$ cat src/rtl/monitor_decodificador.sv
// Checks a captured 2-to-4 decoder sample (one-hot Y plus derived f2/f3), re-encodes
// the active line onto S1/S0 and counts legal samples; illegal samples park in ERRO.
module monitor_decodificador (
  input  logic       clk,
  input  logic       rst_n,
  input  logic       Y0,
  input  logic       Y1,
  input  logic       Y2,
  input  logic       Y3,
  input  logic       f2,
  input  logic       f3,
  input  logic       amostra,
  input  logic       limpar,
  output logic       S1,
  output logic       S0,
  output logic       valido,
  output logic       ocupado,
  output logic       erro,
  output logic [3:0] cnt_amostras,
  output logic [3:0] cnt_f3
);

  typedef enum logic [1:0] {
    OCIOSO   = 2'd0,
    VERIFICA = 2'd1,
    ERRO     = 2'd2
  } state_t;

  state_t     state_q;
  logic [3:0] y_q;
  logic       f2_q;
  logic       f3_q;
  logic [1:0] s_q;
  logic       valido_q;
  logic [3:0] cnt_am_q;
  logic [3:0] cnt_f3_q;

  logic       onehot_d;
  logic       legal_d;
  logic [1:0] enc_d;

  // Legality and encoding are judged only from the captured copy, so input
  // activity during VERIFICA cannot influence the outcome.
  always_comb begin
    onehot_d = 1'b0;
    enc_d    = 2'b00;
    case (y_q)
      4'b0001: begin onehot_d = 1'b1; enc_d = 2'b00; end
      4'b0010: begin onehot_d = 1'b1; enc_d = 2'b01; end
      4'b0100: begin onehot_d = 1'b1; enc_d = 2'b10; end
      4'b1000: begin onehot_d = 1'b1; enc_d = 2'b11; end
      default: begin onehot_d = 1'b0; enc_d = 2'b00; end
    endcase
    legal_d = onehot_d
            & (f2_q == (y_q[0] | y_q[2]))
            & (~f3_q | y_q[1] | y_q[2]);
  end

  always_ff @(posedge clk) begin
    if (!rst_n) begin
      state_q  <= OCIOSO;
      y_q      <= 4'b0000;
      f2_q     <= 1'b0;
      f3_q     <= 1'b0;
      s_q      <= 2'b00;
      valido_q <= 1'b0;
      cnt_am_q <= 4'd0;
      cnt_f3_q <= 4'd0;
    end else begin
      valido_q <= 1'b0;
      case (state_q)
        OCIOSO: begin
          if (amostra) begin
            y_q     <= {Y3, Y2, Y1, Y0};
            f2_q    <= f2;
            f3_q    <= f3;
            state_q <= VERIFICA;
          end
        end
        VERIFICA: begin
          if (legal_d) begin
            s_q      <= enc_d;
            valido_q <= 1'b1;
            cnt_am_q <= cnt_am_q + 4'd1;
            if (f3_q && (cnt_f3_q != 4'd15)) cnt_f3_q <= cnt_f3_q + 4'd1;
            state_q  <= OCIOSO;
          end else begin
            state_q  <= ERRO;
          end
        end
        ERRO: begin
          // Clearing wins over a simultaneous strobe; no capture on this edge.
          if (limpar) state_q <= OCIOSO;
        end
        default: state_q <= OCIOSO;
      endcase
    end
  end

  assign S1           = s_q[1];
  assign S0           = s_q[0];
  assign valido       = valido_q;
  assign ocupado      = (state_q != OCIOSO);
  assign erro         = (state_q == ERRO);
  assign cnt_amostras = cnt_am_q;
  assign cnt_f3       = cnt_f3_q;

endmodule

$ cat config.mk
export PLATFORM = sky130hd
export DESIGN_NAME = monitor_decodificador
export DESIGN_NICKNAME = d
export VERILOG_FILES = /design/src/rtl/monitor_decodificador.sv
export SDC_FILE = /design/constraint.sdc
export NUM_CORES = 1
export LEC_CHECK = 0
export ABC_AREA = 1
export CORE_MARGIN = 2
export CORE_UTILIZATION = 42
export CTS_CLUSTER_SIZE = 40
export DETAILED_ROUTE_END_ITERATION = 6
export MAX_ROUTING_LAYER = met4
export PLACE_DENSITY_LB_ADDON = 0.15
export SETUP_SLACK_MARGIN = 0.4
export SYNTH_ARGS = -nofsm -noshare
export SYNTH_HDL_FRONTEND = slang
export SYNTH_SLANG_ARGS = --single-unit
$ cat constraint.sdc
create_clock -name clk -period 1 [get_ports clk]
set_input_delay 0.3 -clock clk [delete_from_list [all_inputs] [get_ports clk]]
set_output_delay 0.3 -clock clk [all_outputs]
set_load 0.05 [all_outputs]
# After elaboration in Yosys (flattened, before gate mapping)
# Cells that the tools add are included.
[word_totals] mem_bits_rw=0 latchBits=0 reg_bits=19 romBits=0 mem_count=0 elab_cells=42 input_bits=10 out_inout_bits=13
[classes] n_bitwise=6 multipliers=0 n_mux=7 n_reduce_logical=9 n_addsub=2 div_mod_pow=0 n_eq_ne=10 shift=0 magnitude_cmp=0
[ops] operator="$pmux 2 s3" count=2
[ops] operator="$add 4x1->4 const B" count=2
[ops] operator="$reduce_and 2->1" count=4
[ops] operator="$mux 2" count=3
[ops] operator="$eq 4x1->1 const B" count=1
[ops] operator="$eq 4x2->1 const B" count=1
[ops] operator="$eq 4x3->1 const B" count=1
[ops] operator="$eq 4x4->1 const B" count=1
[ops] operator="$ne 2x2->1 const B" count=2
[ops] operator="$ne 4x4->1 const B" count=1
[ops] operator="$reduce_or 4->1" count=1
[ops] operator="$or 1x1->1" count=3
[ops] operator="$reduce_and 3->1" count=1
[ops] operator="$and 1x1->1" count=2
[ops] operator="$eq 2x1->1 const B" count=1
[ops] operator="$eq 2x2->1 const B" count=1
[ops] operator="$logic_not 2->1" count=1
[ops] operator="$mux 1" count=2
[ops] operator="$reduce_bool 2->1" count=1
[ops] operator="$eq 1x1->1" count=1
[ops] operator="$logic_and 1x1->1" count=1
[ops] operator="$not 1->1" count=1

# Logic depth before layout (Yosys ltp)
[depth] word_depth=7 mapped_depth=8 ltp_nobuf=8

# Worst setup path after synthesis
# OpenSTA, ideal clock, no wires.
[synth_timing] path_type="reg2reg" startpoint="register cnt_f3_q[1], in the netlist cnt_f3[1]" endpoint="register cnt_f3_q[1], in the netlist cnt_f3[1]" t_arrival_ns=1.397 t_required_ns=0.886 path_stages_with_launch=9 period_less_slack_ns=1.510 setup_time_ns=0.114 setup_slack_ns=-0.510 n_path_buf=0 path_cell_list="dfxtp_1 -> ha_1 -> nand3_1 -> nand2_1 -> inv_1 -> nand4_1 -> nand2_1 -> nand2_1 -> nor2_1"
[synth_via] elab_chain_len=3 elab_cells_between_ends=4 classes_between="add/sub: 1; eq/ne: 1; reduce/logical: 2"
[synth_rtl] element="start: declaration" line_no="36" text="logic [3:0] cnt_f3_q;"
[synth_rtl] element="start signal: assignment" line_no="85" text="if (f3_q && (cnt_f3_q != 4'd15)) cnt_f3_q <= cnt_f3_q + 4'd1;"
[synth_rtl] element="parallel branches: the longest is 3 deep, another holds $add 4x1->4"
# Parallel ways; which one is timed is not known.
# A chain may end at the register's enable or synchronous reset.

# Worst setup path after layout
[layout_timing] startpoint="register y_q[2]" endpoint="register cnt_f3_q[2], in the netlist cnt_f3[2]"
[layout_via] elab_chain_len=6 elab_cells_between_ends=12 classes_between="eq/ne: 5; mux: 1; bitwise: 4; reduce/logical: 2"
[layout_rtl] element="start: declaration" line_no="30" text="logic [3:0] y_q;"
[layout_rtl] element="start signal: assignment" line_no="74" text="y_q <= {Y3, Y2, Y1, Y0};"
[layout_rtl] element="$eq 4x4->1 (tied with other cells)" line_no="47" text="case (y_q)"
[layout_rtl] element="$reduce_or 4->1 (no line)"
[layout_rtl] element="$mux 1" line_no="47"
[layout_rtl] element="$and 1x1->1" line_no="55" text="& (f2_q == (y_q[0] | y_q[2]))"
[layout_rtl] element="$and 1x1->1 *" line_no="56" text="& (~f3_q | y_q[1] | y_q[2]);"
[layout_rtl] element="$reduce_and 3->1 (no line) *"
# Every way passes the cells marked *; elsewhere a longest branch is shown, timed or not.

==> reports/results.md <==
| Parameter | This run |
|---|---|
| Number of cells in the design after placement | 192 |
| Setup repair after global routing missed its margin | yes |
| Most instantiated flip-flop cell in the synthesis netlist | sky130_fd_sc_hd__dfxtp_1 |
| Number of core rows | 16 |
| Overall fraction of global-route tracks in use | 26.9% |
| Cell area reported after detailed placement | 1510 um^2 |
| Effective utilization at floorplan | 45.0% |
| Number of flops mapped to enable cells by yosys | 0 |
| Post-route ant nets | 0 |
| Most instantiated library cell after synthesis | sky130_fd_sc_hd__nand2_1 |
| Share of synthesized area spent on multiplexers | 0% |
| Arithmetic-cell share of the synthesized area counting full adders, half adders and majority gates | 2.78% |
| Die span in x | 50.3 um |
| Via count | 1128 |
| Post-synthesis cell type with the largest combined area | sky130_fd_sc_hd__dfxtp_1 |
| Total power after layout | 1910 uW |
| Mean cell area of the mapped netlist | 7.15 um^2 |
| Final-layout worst hold slack | 0.537 ns |
| Flops & latches, synth | 19 |
| Worst path cell trace | o21ai_2, nand2_2, nor2_4, buf_6, nand4_1, o21bai_1, nor2_1 |
| Arrival time reported for the critical path endpoint | 1.66 ns |
| Quantity of I/O buffers inserted on ports | 22 |
| Violation count after the first detailed-routing iteration | 22 |
| # hold bufs at CTS | 0 |
| Worst setup timing slack at the placement stage | -0.316 ns |
| Crit end category | flip-flop |
| Setup ws final | -0.468 ns |
| Max-slew violation total from the final report | 0 |
| Crit Path Class | reg2reg |
| Antenna violations before repair | 0 |
| Count of cell types in the netlist | 23 |
| Simple-Gate Fraction of Synth Area | 29.0% |
| Required time reported for the critical path endpoint | 1.20 ns |
| Area share of the largest cell type after synthesis | 42.2% |
| Post-Syn Nets | 138 |
| Post-route clock skew | 0.00409 ns |
| Slew Limit Headroom | 71.5% |
| Placeable core region | 2000 um^2 |
| Vias in the first global route | 1114 |
| Slew @ Worst Pin | 0.426 ns |
| Run status | finished with violations |
| Final setup violation count | 32 |
| Commonest cells in the netlist | sky130_fd_sc_hd__nand2_1, sky130_fd_sc_hd__dfxtp_1, sky130_fd_sc_hd__inv_1 |
| I/O pin count | 23 |
| Final cycle utilization of the critical path | 147% |
| DRT Wirelength | 3540 um |
| HP Class | reg2reg |
| Root buf cell | sky130_fd_sc_hd__clkbuf_4 |
| GRT overflow | 0 |
| CP max stage delay | 0.38 ns |
| Max rail drop VDD | 0.849 mV |
| Async SR Flop Fraction | 0% |
| Htree depth | 1 |
| Total count of hold-check failures in the final report | 0 |
| Sequential area share after synthesis | 42.2% |
| Clock Tree Buf Depth | 2 |
| Final nets | 196 |
| Overall die height | 50.3 um |
| Cell Area, Synth | 901 um^2 |
| DRC | 0 |
| Wire length of the first global-routing pass | 5010 um |
| Combinational family with the most area after synthesis | simple AND/OR/NAND/NOR gates |
| Count of inserted antenna diode cells | 0 |
| Layout cells sized above 1 | 58.5% |
| Final critical path time including I/O delays and setup | 1.47 ns |
| Compound-gate portion of the synthesized area | 14.4% |
| Peak clock frequency supported by timing | 681 MHz |
| Failing checks | setup timing |
| Total clock sinks | 19 |
| Max Cap Viol | 0 |
| Post-Layout Inst Area | 1820 um^2 |
| Cts bufs inserted | 3 |
| Later-pin clock latency in the skew report | 0.29 ns |
| Weighted congestion at the end of routability-driven global placement | 0.849 |
| Count of TritonRoute iterations in the first routing pass | 6 |
| Cell with the largest stage delay on the worst path | sky130_fd_sc_hd__dfxtp_4 |
| CP delay by family, top | simple AND/OR/NAND/NOR gates |
| Clock edge transition at the registers on the reported setup and hold paths | 0.12 ns |
| Total number of yosys warnings | 0 |
| Area enclosed by the die boundary | 2530 um^2 |
| Dpl hpwl | 1790 um |
| Fraction of synthesized cell area in xor and xnor cells | 1.94% |
| Pin count of the biggest net entering global routing | 13 |
| Cell Count, Final, Fillers Out | 210 |
| Biggest area contributors in the synthesized netlist | sky130_fd_sc_hd__dfxtp_1, sky130_fd_sc_hd__nand2_1, sky130_fd_sc_hd__a21oi_1 |
| Area added between synthesis and finish | 102% |
| LEAKAGE | 0.000762 uW |
| Clock tree from TritonCTS | yes |
| CP bufs+invs | 1 |
| Mean number of vias per cell | 5.37 |
| Average detailed-routed wire length per instance | 16.8 um |
| Cells after synthesis | 126 |
| Startpoint type of the worst setup path | flip-flop |
| Crit-path max FO | 5 |
| Pwr/cell area | 1050 nW/um^2 |
## layout by cell type, fill, tap and decap left out, drive strengths merged
cell type,instances
buf,45
nand2,29
dfxtp,19
inv,18
nor2,16
a21oi,13
clkdlybuf4s50,9
nand3,9
o21ai,7
clkbuf,4
nand4,3
clkinv,2
o21bai,2
ha,2
o31ai,1
xor2,1
nor3,1
o21a,1
xnor2,1
## final timing paths
| check | to | from | cells after the start | slack (ns) |
|---|---|---|---|---|
| setup / recovery | cnt_f3[2] | y_q[2] | 7 | -0.47 |
| hold / removal | s_q[1] | s_q[1] | 2 | 0.54 |
| setup reg to reg | cnt_f3[2] | y_q[2] | 7 | -0.47 |
| hold reg to reg | s_q[1] | s_q[1] | 2 | 0.54 |
## timing repair
action | 4_1_cts | 5_1_grt
gates resized for setup | 29 | 19
pin swaps | 9 | 6
endpoints found under the setup margin | 32 | 32
buffers inserted | 11 | 2
cloned | 0 | 1
## layout make-up
class	instances	area, um^2
clock buffer	4	26.3
fill	73	184
inverter	20	90.1
multi-input combinational	86	597
sequential	19	439
tap	27	33.8
timing repair buffer	54	632
## routing by layer
layer  routed length [um]  GRT usage, %  vias up
met5                    0             -        -
met1                 1270          27.6      523
met3                  210          5.36       23
met4                  139          12.2        0
met2                 1920          49.1       61
li1                     -             -      521
## metrics by stage
step | TNS (ns) | util (%)
after detailed placement | -5.02 | 75.6
after floorplan | -1.30 | -
after CTS | -5.20 | 86.3
after global placement | -4.36 | 75.6
after global routing | -8.64 | 90.8
final | -7.15 | 90.8
## power breakdown
part | internal [uW] | total, uW | switching, uW
logic | 327 | 686 | 360
registers | 768 | 821 | 52.9
clock network | 155 | 400 | 245
## cell families (layout without fill, tap and decap cells)
family | Yosys count | count (layout)
simple gates | 57 | 58
buf+inv | 22 | 78
xor+xnor | 2 | 2
compound gates | 24 | 24
fa+ha+maj | 2 | 2
flops | 19 | 19
## state kept, by name (all words and copies together), names as in the netlist
signal        flops
f2_q              1
s_q               2
state_q           2
cnt_amostras      4
cnt_f3            4
y_q               4
valido            1
f3_q              1
## worst min-delay path, cell delays in order (launching register included)
cell and delay (ns):
sky130_fd_sc_hd__dfxtp_4 0.37, sky130_fd_sc_hd__nand2_1 0.09, sky130_fd_sc_hd__a21oi_2 0.06
Note: power is estimated with default switching activity, not from simulation.
